File: src/rtl/alu_issue_if.sv
// Handshake bundle between the issue stage, its upstream producer and the ALU.
// Valid/ready contract: a beat moves when valid&ready are both high on a rising edge;
// a producer holding valid=1 keeps its payload stable until the beat moves.
interface alu_issue_if #(
  parameter int WIDTH = 32
);
  logic             in_valid;
  logic             in_ready;
  logic [WIDTH-1:0] in_a;
  logic [WIDTH-1:0] in_b;
  logic [1:0]       in_ctrl;
  logic [5:0]       in_funct;
  logic             out_valid;
  logic             out_ready;
  logic [WIDTH-1:0] out_a;
  logic [WIDTH-1:0] out_b;
  logic [2:0]       out_aluop;
  logic             out_illegal;
  logic [1:0]       dbg_state;

  modport master (
    output in_valid, in_a, in_b, in_ctrl, in_funct, out_ready,
    input  in_ready, out_valid, out_a, out_b, out_aluop, out_illegal, dbg_state
  );

  modport slave (
    input  in_valid, in_a, in_b, in_ctrl, in_funct, out_ready,
    output in_ready, out_valid, out_a, out_b, out_aluop, out_illegal, dbg_state
  );
endinterface

File: src/rtl/alu_issue_stage.sv
// ALU issue stage: decodes ctrl/funct into ALUop and registers operands behind a
// 2-entry skid buffer. Optional statistics counters are enabled by ALU_ISSUE_CNT_EN.
module alu_issue_stage #(
  parameter int WIDTH = 32,
  parameter int CNT_W = 16
) (
  input  logic clk,
  input  logic rst,
  alu_issue_if.slave io
`ifdef ALU_ISSUE_CNT_EN
  ,
  output logic [CNT_W-1:0] issue_cnt,
  output logic [CNT_W-1:0] illegal_cnt
`endif
);

  typedef enum logic [1:0] {
    EMPTY = 2'd0,
    BUSY  = 2'd1,
    FULL  = 2'd2
  } state_e;

  state_e           state_q;
  logic             in_ready_q;
  logic             out_valid_q;
  logic [WIDTH-1:0] out_a_q;
  logic [WIDTH-1:0] out_b_q;
  logic [2:0]       out_aluop_q;
  logic             out_illegal_q;
  logic [WIDTH-1:0] skid_a_q;
  logic [WIDTH-1:0] skid_b_q;
  logic [2:0]       skid_aluop_q;
  logic             skid_illegal_q;

  logic [2:0] dec_aluop_d;
  logic       dec_illegal_d;
  logic       accept;
  logic       emit;

  assign accept = io.in_valid & in_ready_q;
  assign emit   = out_valid_q & io.out_ready;

  // Illegal encodings select ALUop 011, which the ALU evaluates to zero.
  always_comb begin
    dec_aluop_d   = 3'b011;
    dec_illegal_d = 1'b1;
    case (io.in_ctrl)
      2'b00: begin
        dec_aluop_d   = 3'b010;
        dec_illegal_d = 1'b0;
      end
      2'b01: begin
        dec_aluop_d   = 3'b110;
        dec_illegal_d = 1'b0;
      end
      2'b10: begin
        case (io.in_funct)
          6'b100000: begin dec_aluop_d = 3'b010; dec_illegal_d = 1'b0; end
          6'b100010: begin dec_aluop_d = 3'b110; dec_illegal_d = 1'b0; end
          6'b100100: begin dec_aluop_d = 3'b000; dec_illegal_d = 1'b0; end
          6'b100101: begin dec_aluop_d = 3'b001; dec_illegal_d = 1'b0; end
          6'b101010: begin dec_aluop_d = 3'b111; dec_illegal_d = 1'b0; end
          default:   begin dec_aluop_d = 3'b011; dec_illegal_d = 1'b1; end
        endcase
      end
      default: begin
        dec_aluop_d   = 3'b011;
        dec_illegal_d = 1'b1;
      end
    endcase
  end

  always_ff @(posedge clk) begin
    if (rst) begin
      state_q        <= EMPTY;
      in_ready_q     <= 1'b1;
      out_valid_q    <= 1'b0;
      out_a_q        <= '0;
      out_b_q        <= '0;
      out_aluop_q    <= 3'b000;
      out_illegal_q  <= 1'b0;
      skid_a_q       <= '0;
      skid_b_q       <= '0;
      skid_aluop_q   <= 3'b000;
      skid_illegal_q <= 1'b0;
    end else begin
      case (state_q)
        EMPTY: begin
          if (accept) begin
            out_a_q       <= io.in_a;
            out_b_q       <= io.in_b;
            out_aluop_q   <= dec_aluop_d;
            out_illegal_q <= dec_illegal_d;
            out_valid_q   <= 1'b1;
            state_q       <= BUSY;
          end
        end
        BUSY: begin
          if (accept && emit) begin
            out_a_q       <= io.in_a;
            out_b_q       <= io.in_b;
            out_aluop_q   <= dec_aluop_d;
            out_illegal_q <= dec_illegal_d;
          end else if (accept) begin
            // Output reg is stalled, so the new op parks in the skid reg.
            skid_a_q       <= io.in_a;
            skid_b_q       <= io.in_b;
            skid_aluop_q   <= dec_aluop_d;
            skid_illegal_q <= dec_illegal_d;
            in_ready_q     <= 1'b0;
            state_q        <= FULL;
          end else if (emit) begin
            out_valid_q <= 1'b0;
            state_q     <= EMPTY;
          end
        end
        FULL: begin
          if (emit) begin
            out_a_q       <= skid_a_q;
            out_b_q       <= skid_b_q;
            out_aluop_q   <= skid_aluop_q;
            out_illegal_q <= skid_illegal_q;
            in_ready_q    <= 1'b1;
            state_q       <= BUSY;
          end
        end
        default: begin
          out_valid_q <= 1'b0;
          in_ready_q  <= 1'b1;
          state_q     <= EMPTY;
        end
      endcase
    end
  end

  assign io.in_ready    = in_ready_q;
  assign io.out_valid   = out_valid_q;
  assign io.out_a       = out_a_q;
  assign io.out_b       = out_b_q;
  assign io.out_aluop   = out_aluop_q;
  assign io.out_illegal = out_illegal_q;
  assign io.dbg_state   = state_q;

`ifdef ALU_ISSUE_CNT_EN
  logic [CNT_W-1:0] issue_cnt_q;
  logic [CNT_W-1:0] illegal_cnt_q;

  // Counters saturate at all-ones rather than wrapping.
  always_ff @(posedge clk) begin
    if (rst) begin
      issue_cnt_q   <= '0;
      illegal_cnt_q <= '0;
    end else if (emit) begin
      if (issue_cnt_q != '1) issue_cnt_q <= issue_cnt_q + CNT_W'(1);
      if (out_illegal_q && (illegal_cnt_q != '1)) illegal_cnt_q <= illegal_cnt_q + CNT_W'(1);
    end
  end

  assign issue_cnt   = issue_cnt_q;
  assign illegal_cnt = illegal_cnt_q;
`endif

endmodule

File: src/flat_wrapper.sv
// flat-port wrapper written by rule: the top's interface ports become plain ports
module alu_issue_stage_flat 
#(
  parameter int WIDTH = 32,
  parameter int CNT_W = 16
)
  (clk, rst, io_in_valid, io_in_a, io_in_b, io_in_ctrl, io_in_funct, io_out_ready, io_in_ready, io_out_valid, io_out_a, io_out_b, io_out_aluop, io_out_illegal, io_dbg_state);
  alu_issue_if #(.WIDTH(WIDTH)) io_i ();
  input  logic clk;
  input  logic rst;
  input wire logic [$bits(io_i.in_valid)-1:0] io_in_valid;
  input wire logic [$bits(io_i.in_a)-1:0] io_in_a;
  input wire logic [$bits(io_i.in_b)-1:0] io_in_b;
  input wire logic [$bits(io_i.in_ctrl)-1:0] io_in_ctrl;
  input wire logic [$bits(io_i.in_funct)-1:0] io_in_funct;
  input wire logic [$bits(io_i.out_ready)-1:0] io_out_ready;
  output wire logic [$bits(io_i.in_ready)-1:0] io_in_ready;
  output wire logic [$bits(io_i.out_valid)-1:0] io_out_valid;
  output wire logic [$bits(io_i.out_a)-1:0] io_out_a;
  output wire logic [$bits(io_i.out_b)-1:0] io_out_b;
  output wire logic [$bits(io_i.out_aluop)-1:0] io_out_aluop;
  output wire logic [$bits(io_i.out_illegal)-1:0] io_out_illegal;
  output wire logic [$bits(io_i.dbg_state)-1:0] io_dbg_state;
  assign io_i.in_valid = io_in_valid;
  assign io_i.in_a = io_in_a;
  assign io_i.in_b = io_in_b;
  assign io_i.in_ctrl = io_in_ctrl;
  assign io_i.in_funct = io_in_funct;
  assign io_i.out_ready = io_out_ready;
  assign io_in_ready = io_i.in_ready;
  assign io_out_valid = io_i.out_valid;
  assign io_out_a = io_i.out_a;
  assign io_out_b = io_i.out_b;
  assign io_out_aluop = io_i.out_aluop;
  assign io_out_illegal = io_i.out_illegal;
  assign io_dbg_state = io_i.dbg_state;
  alu_issue_stage #(.WIDTH(WIDTH), .CNT_W(CNT_W)) u_core (.clk(clk), .rst(rst), .io(io_i));
endmodule
File: config.mk
export PLATFORM = sky130hd
export DESIGN_NAME = alu_issue_stage_flat
export DESIGN_NICKNAME = d
export VERILOG_FILES = /design/src/rtl/alu_issue_if.sv /design/src/rtl/alu_issue_stage.sv /design/src/flat_wrapper.sv
export SDC_FILE = /design/constraint.sdc
export NUM_CORES = 1
export LEC_CHECK = 0
export CORE_MARGIN = 2
export CORE_UTILIZATION = 45
export CTS_BUF_LIST = sky130_fd_sc_hd__clkbuf_2
export CTS_CLUSTER_SIZE = 10
export DETAILED_ROUTE_END_ITERATION = 8
export PLACE_DENSITY = 0.74
export RECOVER_POWER = 100
export SYNTH_ARGS = -nofsm -noshare
export SYNTH_HDL_FRONTEND = slang
export SYNTH_SLANG_ARGS = --single-unit
File: constraint.sdc
create_clock -name clk -period 2.1 [get_ports clk]
set_input_delay 0.21 -clock clk [delete_from_list [all_inputs] [get_ports clk]]
set_output_delay 0.21 -clock clk [all_outputs]
set_load 0.05 [all_outputs]
**Word-level counts from Yosys, hierarchy flattened**

Index checks and enable logic that the tools add are counted.

- Bits in registers: 140
- Output and inout bits: 72
- Word-level logic and storage cells: 79
- Input bits: 76

- Reductions and logical operators: 11
- Equality and inequality tests: 17
- Multiplexer cells: 35
- Bitwise gates (word level): 5

Operators by type and width:

| kind | count |
|---|---|
| 32-bit two-way mux | 6 |
| 32-bit case mux with 3 select lines | 2 |
| 6-bit equality test, second input constant | 5 |
| 3-bit case mux with 3 select lines | 2 |
| 3-bit case mux with 5 select lines | 1 |
| 4-bit AND reduction | 3 |
| 1-bit two-way mux | 11 |
| 2-bit two-way mux | 5 |
| 2-bit by 1-bit != test with 1-bit output, second input constant | 5 |
| 3-bit two-way mux | 3 |
| 1-bit case mux with 3 select lines | 3 |
| 2-bit case mux with 3 select lines | 1 |
| 5-bit AND reduction | 1 |
| 5-bit OR reduction | 1 |
| 2-bit by 1-bit equality test with 1-bit output, second input constant | 2 |
| 2-bit equality test, second input constant | 2 |
| 2-bit logical NOT | 2 |
| 2-bit != test, second input constant | 2 |
| 3-bit by 1-bit != test with 1-bit output, second input constant | 1 |
| 1-bit inverter | 3 |
| 3-bit AND reduction | 1 |
| 3-bit nonzero test | 1 |
| 1-bit AND | 2 |
| 1-bit case mux with 2 select lines | 1 |
| other kinds (2) | 2 |

**Longest topological paths before layout**

- Depth in word-level cells: 6
- Depth in mapped cells: 8
- Depth with buffers taken out: 4

**Worst setup path before layout**

No wires, ideal clock.

- Path kind: flip-flop to flip-flop
- Start: register u_core.state_q[1] (netlist: u_core.io.dbg_state[1])
- End: register u_core.skid_a_q[13]
- Data arrival time: 1.725 ns
- Slack: 0.243 ns
- Stages on the path, launching flop included: 9
- Buffers on the path: 4
- Period minus slack after synthesis: 1.857 ns
- Library setup time: 0.132 ns
- Data required time: 1.968 ns
- Cells stage by stage: dfxtp_1 > buf_2 > and3b_1 > and2_1 > buf_2 > buf_6 > buf_6 > nand2_1 > a21oi_1

- Longest elaborated chain between the ends: 2

RTL lines:

| item | line | source |
|---|---|---|
| start, declared | alu_issue_stage.sv:23 | `state_e state_q;` |
| start signal, assigned | alu_issue_stage.sv:75 | `state_q <= EMPTY;` |
| start signal, assigned | alu_issue_stage.sv:95 | `state_q <= BUSY;` |
| start signal, assigned | alu_issue_stage.sv:111 | `state_q <= FULL;` |
| 2-bit by 1-bit equality test with 1-bit output | alu_issue_stage.sv:87 | `case (state_q)` |
| 3-bit AND reduction (no line) | - |  |
| end signal, assigned | alu_issue_stage.sv:106 | `skid_a_q <= io.in_a;` |
| end, declared | alu_issue_stage.sv:30 | `logic [WIDTH-1:0] skid_a_q;` |

Every way passes these cells.
A chain may end at the register's enable or synchronous reset.

**Worst setup path in the final report**

- Start: register u_core.out_valid_q (netlist: u_core.io.out_valid)
- End: output io_out_valid

RTL lines:

| item | line | source |
|---|---|---|
| start, declared | alu_issue_stage.sv:25 | `logic out_valid_q;` |
| start signal, assigned | alu_issue_stage.sv:77 | `out_valid_q <= 1'b0;` |
| start signal, assigned | alu_issue_stage.sv:94 | `out_valid_q <= 1'b1;` |
| start signal, assigned | alu_issue_stage.sv:113 | `out_valid_q <= 1'b0;` |
| end, declared | flat_wrapper.sv:18 | `output wire logic [$bits(io_i.out_valid)-1:0] io_out_valid;` |

No word-level cell between the ends.

==> impl_metrics.py <==
metrics = {
    "global_route": {
        "grt_pass1_wl_um": 24900,
        "grt_pass1_vias": 5268,
        "grt_use_total_pct": 21.7,
        "grt_max_degree": 56,
        "grt_overflow": 0,
        "antenna_found_initial": 1,
    },
    "critical_path": {
        "crit_required_ns": 1.89,
        "r2r-end": "u_core.skid_a_q[6]",
        "arrival_ns": 1.73,
        "crit_chain": "dlygate4sd2_1",
        "worst-setup-path-type": "reg2out",
        "path_buf_inv": 1,
        "startpoint_type": "flop",
        "slowest_stage": "dlygate4sd2_1",
        "path_delay_family": "buffers and inverters",
        "rr_startpoint": "u_core.io.dbg_state[0]",
        "cpPeakStageDelay_ns": 0.58,
        "r2r_cells": 5,
        "worst_setup_path_end_kind": "output pin",
        "cp_max_fo": 6,
        "rrSetupSlack_ns": 0.23,
    },
    "floorplanning": {
        "die_h_um": 118,
        "die_width_um": 118,
        "design.core.area_um2": 12700,
        "initial_utilization_pct": 46.3,
        "row_count": 41,
        "ioPinCount": 148,
        "die_area_um2": 14000,
    },
    "timing": {
        "fin_skew_ns": 0.0239,
        "tns_ns": 0,
        "min_period_ns": 1.94,
        "drv_slew": 0,
        "max_freq_mhz": 516,
        "slew-limit-headroom_pct": 64.0,
        "timing.final.ws_setup_ns": 0.161,
        "fin_crit_sh_pct": 92.4,
        "worst_pin_slew_ns": 0.543,
        "hold_viol": 0,
        "rsz0062_at_grt": "false",
        "setup_viol": 0,
    },
    "placed_design": {
        "buffer_ports.inserted": 147,
        "dp_slack_ns": 0.0325,
        "gp_congestion": 0.764,
        "hpwl_um": 10100,
    },
    "clocking": {
        "numCtsBuffers": 17,
        "cts_tree": "yes",
        "clkSinkCount": 140,
        "cts.clk_slew.worst_paths_ns": 0.19,
        "cts_root_buffer": "clkbuf_2",
        "clk_path_buf_depth": 2,
        "clock_latency_ns": 0.69,
        "htreeDepth": 4,
        "cts_post_setup_buffers_inserted": 0,
    },
    "min_path": {
        "hold_path_end": "u_core.skid_a_q[16]",
        "whs_path_depth": 3,
        "hp-start": "io_in_a[16]",
        "hold_class": "in2reg",
    },
    "run_status": {
        "status": "finished clean",
    },
    "power_and_ir_drop": {
        "ir_worst_vdd_mv": 0.522,
        "power_density_nw_per_um2": 920,
        "power.leakage_nw": 3.04,
    },
    "detailed_routing": {
        "vias": 5474,
        "routed_wl_um": 15000,
        "drc": 0,
        "wl_per_cell_um": 14.4,
        "antenna_left": 0,
        "viasPerCell": 5.25,
        "drt_first_pass_iters": 4,
        "drt_iter0_markers": 444,
    },
    "final_layout": {
        "finalNetCount": 932,
        "synthToLayoutAreaGrowth_pct": 32.3,
        "drive_gt1_share_pct": 10.8,
    },
    "logic_synthesis": {
        "syn-num-nets": 790,
        "synth_edf_count": 0,
        "synth_cell_types": 37,
        "netlist_instances": 714,
        "avgSynthCellArea_um2": 8.21,
        "synth_top_area_share_pct": 47.8,
        "ys_ff_latch": 140,
        "ys.flop_type": "dfxtp_1",
        "syn_area_um2": 5860,
        "synthTopCellsByArea": "dfxtp_1 (48%), nand2_1 (17%), a311oi_2 (9.5%), a21oi_1 (6.1%), nor2_1 (4.4%)",
        "async_flop_share_pct": 0,
        "ys_warn_count": 0,
        "synth_seq_area_share_pct": 47.8,
        "synth_area_leader_cell": "dfxtp_1",
    },
    "flow_run": {
        "max_cap_violations": 0,
    },
}
## registers in the layout, indices dropped and copies added, names as in the netlist, 2 cells and up
name	count
u_core.skid_aluop_q	3
u_core.io.out_aluop	3
u_core.io.out_a	32
u_core.skid_a_q	32
u_core.io.out_b	32
u_core.skid_b_q	32
u_core.io.dbg_state	2
## synth_stat cells (all sizes together) (2+ instances only)
master,count
a21oi,71
a311oi,66
and2,2
buf,39
clkbuf,23
dfxtp,140
inv,2
nand2,271
nand2b,3
nand3,2
nand3b,2
nand4b,2
nor2,68
nor3,3
o2111ai,2
o21ai,3
## cells by family (layout without fill, tap and decap cells)
family                 after synthesis  count (layout)  synth area share [%]
AND/OR/NAND/NOR                    358             358                  24.0
multiplexers                         1               1                 0.171
buffers and inverters               64             219                  6.28
flip-flops                         140             140                  47.8
other                                0               1                     0
AO/OA/AOI/OAI                      151             151                  21.8
## power breakdown
group	switching [mW]	leakage [nW]	internal, mW
logic	1.76	1.76	0.874
clock network	0.894	0.132	0.430
registers	0.186	1.15	2.99
total	2.84	3.04	4.29
## worst max path at each step
stage                                 from             endpoint  slack (ns)  depth (start not counted)
finish                 u_core.io.out_valid         io_out_valid        0.16                          1
floorplan           u_core.io.dbg_state[1]  u_core.skid_a_q[13]        0.24                          8
global placement              io_out_ready   u_core.io.out_b[5]        0.14                          7
detailed placement            io_out_ready  u_core.io.out_a[23]        0.03                          7
CTS                    u_core.io.out_valid         io_out_valid        0.06                          1
global route        u_core.io.dbg_state[1]      io_dbg_state[1]        0.04                          1
## area by class of cell
class | count | area, um^2
Multi-Input combinational cell | 510 | 2700
Clock buffer | 22 | 110
Inverter | 2 | 7.51
Fill cell | 1166 | 4910
Sequential cell | 140 | 2800
Antenna cell | 1 | 2.50
Clock inverter | 10 | 75.1
Timing Repair Buffer | 185 | 1840
Tap cell | 172 | 215
## per-stage QoR
stage          util (%)  total power [mW]  hold slack (ns)  area [um^2]  std cells
2_1_floorplan         -              5.11            0.346         5860        714
5_1_grt            61.2              7.52           0.0119         7760       1042
3_3_place_gp       59.2              5.97            0.441         7500        992
6_report           61.2              7.14           0.0866         7760       1042
3_5_place_dp       59.2              6.04            0.447         7500        992
4_1_cts            61.3              7.22         0.000853         7770       1041
## what timing repair did
| action | 4_1_cts | 5_1_grt |
|---|---|---|
| endpoints found under the setup margin | 72 | 0 |
| hold buffers | 17 | 0 |
| gates resized for setup | 76 | 0 |
| hold endpoints to repair | 40 | 0 |
## routing by layer
metal	track usage [%]	routed length (um)	vias up
met5	0	0	-
met4	9.86	353	0
li1	-	-	2713
met3	4.99	719	24
met1	25.6	6410	2569
met2	37.4	7540	168
## layout by cell type, fill, tap and decap left out, types with 2 or more instances in the layout
master           netlist  layout
nand3b_1               2       2
nand3_1                2       2
a311oi_2              37      35
nor3_1                 3       3
nand2b_1               3       2
nand4b_1               2       2
a311oi_1              29      31
o21ai_0                1       2
clkbuf_2               0      23
dfxtp_1              140     140
inv_1                  2       2
clkinv_2               0       6
buf_12                 0      11
dlygate4sd3_1          0      17
clkdlybuf4s50_1        0      74
nand2_1              271     270
clkdlybuf4s15_2        0       2
buf_4                  4       9
dlygate4sd2_1          0      70
o2111ai_1              2       2
a21oi_1               71      71
clkinv_1               0       2
nor2_1                68      68
No activity file was read; power rests on OpenSTA's default activity.
